==> config.mk <==
export PLATFORM = sky130hd
export DESIGN_NAME = pulse_sync_tx
export DESIGN_NICKNAME = d
export VERILOG_FILES = /design/src/rtl/pulse_sync_tx.sv
export SDC_FILE = /design/constraint.sdc
export NUM_CORES = 1
export LEC_CHECK = 0
export ABC_CLOCK_PERIOD_IN_PS = 1750
export BUFFER_PORTS_ARGS = -buffer_cell sky130_fd_sc_hd__buf_2
export CAP_MARGIN = 20
export CORE_AREA = 2 2 39 41
export CTS_BUF_LIST = sky130_fd_sc_hd__clkbuf_16
export CTS_CLUSTER_SIZE = 25
export DETAILED_ROUTE_END_ITERATION = 6
export DIE_AREA = 0 0 41 43
export SLEW_MARGIN = 20
export SYNTH_ARGS = -nofsm -noshare
export SYNTH_HDL_FRONTEND = slang
export SYNTH_SLANG_ARGS = --single-unit
==> constraint.sdc <==
create_clock -name src_clk -period 1.75 [get_ports src_clk]
set_input_delay 0.35 -clock src_clk [delete_from_list [all_inputs] [get_ports src_clk]]
set_output_delay 0.35 -clock src_clk [all_outputs]
set_load 0.005 [all_outputs]
==> src/rtl/pulse_sync_tx.sv <==
`default_nettype none
`timescale 1ns/1ps
// ============================================================================
// Module      : pulse_sync_tx
// Description : Source-side transmitter of a toggle-handshake pulse crossing.
//               Each launched event flips req_toggle. The receiver answers by
//               flipping ack_toggle, which is synchronized back here. Events
//               that arrive while a transfer is in flight are queued in a
//               saturating counter. Events that cannot be queued are dropped
//               and flagged on the sticky overflow output.
// Build option: PULSE_SYNC_TX_QUEUE_EN
//               - defined:   pending-event counter and queueing are enabled.
//               - undefined: there is no queue. pend_cnt is tied to 0. A pulse
//                            in WAIT_ACK that is not launched is dropped.
// Ports       :
//   src_clk     in   source clock, rising edge
//   src_rst_n   in   asynchronous active-low reset
//   src_pulse   in   event input, one event per high cycle
//   ack_toggle  in   asynchronous acknowledge toggle from the receiver
//   ovf_clr     in   clears overflow. A coincident set has priority.
//   req_toggle  out  request level, driven directly from a flop
//   busy        out  high while a transfer awaits acknowledge
//   pend_cnt    out  events accepted but not yet launched
//   overflow    out  sticky dropped-event flag
// Revision    : 1.0  initial release
// ============================================================================
module pulse_sync_tx #(
  parameter int SYNC_STAGES = 2,
  parameter int PEND_W      = 4
) (
  input  logic              src_clk,
  input  logic              src_rst_n,
  input  logic              src_pulse,
  input  logic              ack_toggle,
  input  logic              ovf_clr,
  output logic              req_toggle,
  output logic              busy,
  output logic [PEND_W-1:0] pend_cnt,
  output logic              overflow
);

  localparam logic [0:0] c_IDLE     = 1'b0;
  localparam logic [0:0] c_WAIT_ACK = 1'b1;

  logic [SYNC_STAGES-1:0] r_ack_sync;
  logic [0:0]             r_state;
  logic [0:0]             w_state_nxt;
  logic                   r_req;
  logic                   r_ovf;
  logic                   w_ack_sync;
  logic                   w_done;
  logic                   w_launch;
  logic                   w_drop;
  logic                   w_work;

  // Synchronizer chain for the acknowledge toggle. Only the last stage is
  // used by the control logic.
  always_ff @(posedge src_clk or negedge src_rst_n) begin
    if (!src_rst_n) begin
      r_ack_sync <= '0;
    end else begin
      r_ack_sync <= {r_ack_sync[SYNC_STAGES-2:0], ack_toggle};
    end
  end

  assign w_ack_sync = r_ack_sync[SYNC_STAGES-1];
  // The receiver has caught up once its acknowledge phase matches the request.
  assign w_done     = (w_ack_sync == r_req);

`ifdef PULSE_SYNC_TX_QUEUE_EN
  localparam logic [PEND_W-1:0] c_PEND_MAX = '1;

  logic [PEND_W-1:0] r_pend;
  logic [PEND_W-1:0] w_pend_nxt;
  logic              w_pend_any;

  assign w_pend_any = (r_pend != '0);
  assign w_work     = src_pulse | w_pend_any;

  always_comb begin
    w_launch    = 1'b0;
    w_drop      = 1'b0;
    w_state_nxt = r_state;
    w_pend_nxt  = r_pend;
    if (r_state == c_IDLE) begin
      if (w_work) begin
        w_launch    = 1'b1;
        w_state_nxt = c_WAIT_ACK;
      end
    end else begin
      if (w_done) begin
        if (w_work) begin
          w_launch = 1'b1;
        end else begin
          w_state_nxt = c_IDLE;
        end
      end else if (src_pulse) begin
        if (r_pend != c_PEND_MAX) begin
          w_pend_nxt = r_pend + PEND_W'(1);
        end else begin
          w_drop = 1'b1;
        end
      end
    end
    // A launch consumes a queued event unless a fresh pulse takes its place
    // in the same cycle. In that case the count is unchanged.
    if (w_launch && w_pend_any && !src_pulse) begin
      w_pend_nxt = r_pend - PEND_W'(1);
    end
  end

  always_ff @(posedge src_clk or negedge src_rst_n) begin
    if (!src_rst_n) begin
      r_pend <= '0;
    end else begin
      r_pend <= w_pend_nxt;
    end
  end

  assign pend_cnt = r_pend;
`else
  assign w_work = src_pulse;

  always_comb begin
    w_launch    = 1'b0;
    w_drop      = 1'b0;
    w_state_nxt = r_state;
    if (r_state == c_IDLE) begin
      if (w_work) begin
        w_launch    = 1'b1;
        w_state_nxt = c_WAIT_ACK;
      end
    end else begin
      if (w_done) begin
        if (w_work) begin
          w_launch = 1'b1;
        end else begin
          w_state_nxt = c_IDLE;
        end
      end else if (src_pulse) begin
        w_drop = 1'b1;
      end
    end
  end

  assign pend_cnt = '0;
`endif

  always_ff @(posedge src_clk or negedge src_rst_n) begin
    if (!src_rst_n) begin
      r_state <= c_IDLE;
      r_req   <= 1'b0;
      r_ovf   <= 1'b0;
    end else begin
      r_state <= w_state_nxt;
      if (w_launch) begin
        r_req <= ~r_req;
      end
      // A drop has priority over a clear in the same cycle.
      if (w_drop) begin
        r_ovf <= 1'b1;
      end else if (ovf_clr) begin
        r_ovf <= 1'b0;
      end
    end
  end

  assign req_toggle = r_req;
  assign busy       = (r_state == c_WAIT_ACK);
  assign overflow   = r_ovf;

endmodule
`default_nettype wire

==> results_dict.tcl <==
set metrics [dict create \
    pin_count_of_the_biggest_net_entering_global_routing 6 \
    cells_along_the_critical_path "buf_2" \
    crit_slowest_cell "dfrtp_1" \
    critical_path_class "flop to output pin" \
    fp.dieArea_um2 1763 \
    fmax_mhz 889.3 \
    synth_most_common_cell "dfrtp_1" \
    chipWidth_um 41 \
    initial_antenna_violation_count 0 \
    internal_power_w 0.0004688 \
    routabilityCongestion 0.6361 \
    vias 149 \
    grt_remaining_overflow 0 \
    antenna_cells_inserted 0 \
    fp-row-count 14 \
    synth-seq-area-share_pct 57.80 \
    post_cts.repair.setup_buffers 0 \
    cts.htree.levels 1 \
    switching_portion_of_total_power_pct 19.12 \
    setup-tns-final_ps 0 \
    final.min_clock_period_ps 1125 \
    totalWireLength_um 356 \
    core_area_um2 1384 \
    timing.final.setup_violations 0 \
    cts_tree "done" \
    netlist_top_cells_area "dfrtp_1 58%, buf_4 14%, mux2_4 6.9%, a32o_2 5.2%, mux2i_1 4.6%" \
    clockRootBuffer "clkbuf_16" \
    setup.worst_path.start "busy" \
    leakage_nw 0.1825 \
    synth.top_cell.area_share_pct 57.80 \
    instances_no_fill 43 \
    avgSynthCellArea_um2 13.53 \
    path_max_fanout 4 \
    placed_cells_incl_taps 38 \
    crit_family "flip-flops" \
    cellPowerDensity_nw_per_um2 1697 \
    area_growth_pct 57.80 \
    hold_violations 0 \
    synth_async_sr_flop_share_pct 100.0 \
    cp_slowest_stage_delay_ps 400 \
    global_route_wire_length_before_repair_um 552 \
    cts_sinks 5 \
    clk_path_buf_depth 2 \
    clk_latency_ps 230 \
    first_pass_iters 1 \
    hp-start "ack_toggle" \
    netlist_top_cells_count "5 x dfrtp_1, 4 x buf_4" \
    avg_vias_per_cell 3.465 \
    fillerInstances 148 \
    hp-class "primary input to flop" \
    floorplan.io_pins 12 \
    combinational_power_share_pct 10.6 \
    netlist-cell-type-count 9 \
    ir_drop_mv 0.7455 \
    die-height_um 43 \
    final-max-slew-violation-count 0 \
    cp.arrival_ps 770 \
    drt_first_iter_violations 0 \
    cap_viol_max_count 0 \
    number_of_register_bits_inferred_by_synthesis 5 \
    synth-warning-count 0 \
    synthFlopType "dfrtp_1" \
    cts_inserted_buffers 3 \
    global_route.usage.total_pct 5.966 \
    number_of_enable_flip_flop_cells_after_synthesis 0 \
    post_route_cells_drive_above_1_share_pct 48.15 \
    run_status "finished, final reports clean" \
    startpoint_type "flop" \
    syn-instance-count 16 \
    clkPwrFrac_pct 63.6 \
    final.period_utilization_pct 64.26 \
    p_switching_w 0.0001108 \
    detail_route.drc_violations 0 \
    postRouteAntennaNets 0 \
    final_nets 33 \
    clk_transition_reported_paths_ps 30 \
    worstSetupEndpointType "output pin" \
    portBuffers 7 \
    power.share.sequential_pct 25.8 \
    start_util_pct 15.64 \
    rsz_0062_raised_after_global_routing "false" \
    timing.clock.skew_ps 2.229 \
    detail_route.wl_per_cell_um 8.279 \
    via_count_of_the_first_global_routing_pass 142 \
    worstPathBufferInverterCount 1 \
    r2r-start "req_toggle" \
    synth_area_um2 216.5 \
    synth.largest_area_cell "dfrtp_1" \
    cp_data_required_time_ps 1400 \
]
[layout by cell type (no fill, tap or decap)]
cell,netlist,routed
buf_2,0,7
dfrtp_1,5,5
conb_1,1,4
clkbuf_16,0,3
inv_1,1,2
xor2_1,1,1
a21o_2,1,1
a32o_2,1,1
mux2i_1,1,1
mux2_4,1,1
dlygate4sd3_1,0,1
[kinds of logic after synthesis]
kind of cell / Yosys count / synth area share [%]
AO/OA/AOI/OAI: 2 / 9.249
other: 1 / 1.732
multiplexers: 2 / 11.56
flip-flops: 5 / 57.80
XOR/XNOR: 1 / 4.047
buffers and inverters: 5 / 15.61
[power by group through the flow]
stage / clock network, W / registers (W) / logic (W)
floorplan: 0 / 0.000152 / 0.0000382
global placement: 0 / 0.000150 / 0.0000604
detailed placement: 0 / 0.000151 / 0.0000607
CTS: 0.000379 / 0.000149 / 0.0000627
global route: 0.000385 / 0.000151 / 0.0000676
finish: 0.000369 / 0.000150 / 0.0000615
[sequential cells by signal, summed over array words and instances (netlist names)]
name	flops
r_ack_sync	2
busy	1
overflow	1
req_toggle	1
[what timing repair did]
action                    4_1_cts  5_1_grt
hold endpoints to repair        5        0
gates resized for setup         0        0
hold buffers                    1        0
[area by class of cell]
class                   instances  area [um^2]  area share [%]
well taps                      16        20.02           5.861
clock buffers                   3        75.07           21.98
multi-input cells               9        68.82           20.15
inverters                       1        3.754           1.099
flip-flops and latches          5        125.1           36.63
repair buffers                  8        45.04           13.19
clock inverters                 1        3.754           1.099
[worst register-to-register path, cell delays in order (launching register included)]
cell and delay (ps):
dfrtp_1 400, xor2_1 180, a32o_2 260
[final timing paths]
kind,to,slack (ps),depth (start not counted)
max reg2reg,overflow,800,2
max in group asynchronous,r_ack_sync[1],1150,2
min reg2reg,r_ack_sync[1],350,0
min,r_ack_sync[0],230,1
max,busy,630,1
min in group asynchronous,overflow,470,2
[per-stage QoR]
| stage | hold WS, ps | util, % | setup WS (ps) | instance area, um^2 | total power, W |
|---|---|---|---|---|---|
| finish | 232.9 | 24.68 | 625.5 | 341.6 | 0.0005796 |
| global route | 229.6 | 24.68 | 605.4 | 341.6 | 0.0006042 |
| CTS | 230.6 | 24.68 | 622.7 | 341.6 | 0.0005909 |
| detailed placement | 169.6 | 18.26 | 793.6 | 252.7 | 0.0002115 |
| global placement | 166.9 | 18.26 | 807.1 | 252.7 | 0.0002107 |
| floorplan | 54.41 | - | 804.7 | 227.7 | 0.0001901 |
[layer usage]
metal / track usage (%) / up-vias / part of all wire (%)
li1: - / 66 / -
met1: 4.934 / 72 / 35
met2: 6.250 / 9 / 44
met3: 6.283 / 2 / 16
met4: 8.000 / 0 / 4.5
met5: 0 / - / 0
Power figures use the tool's default switching activity.
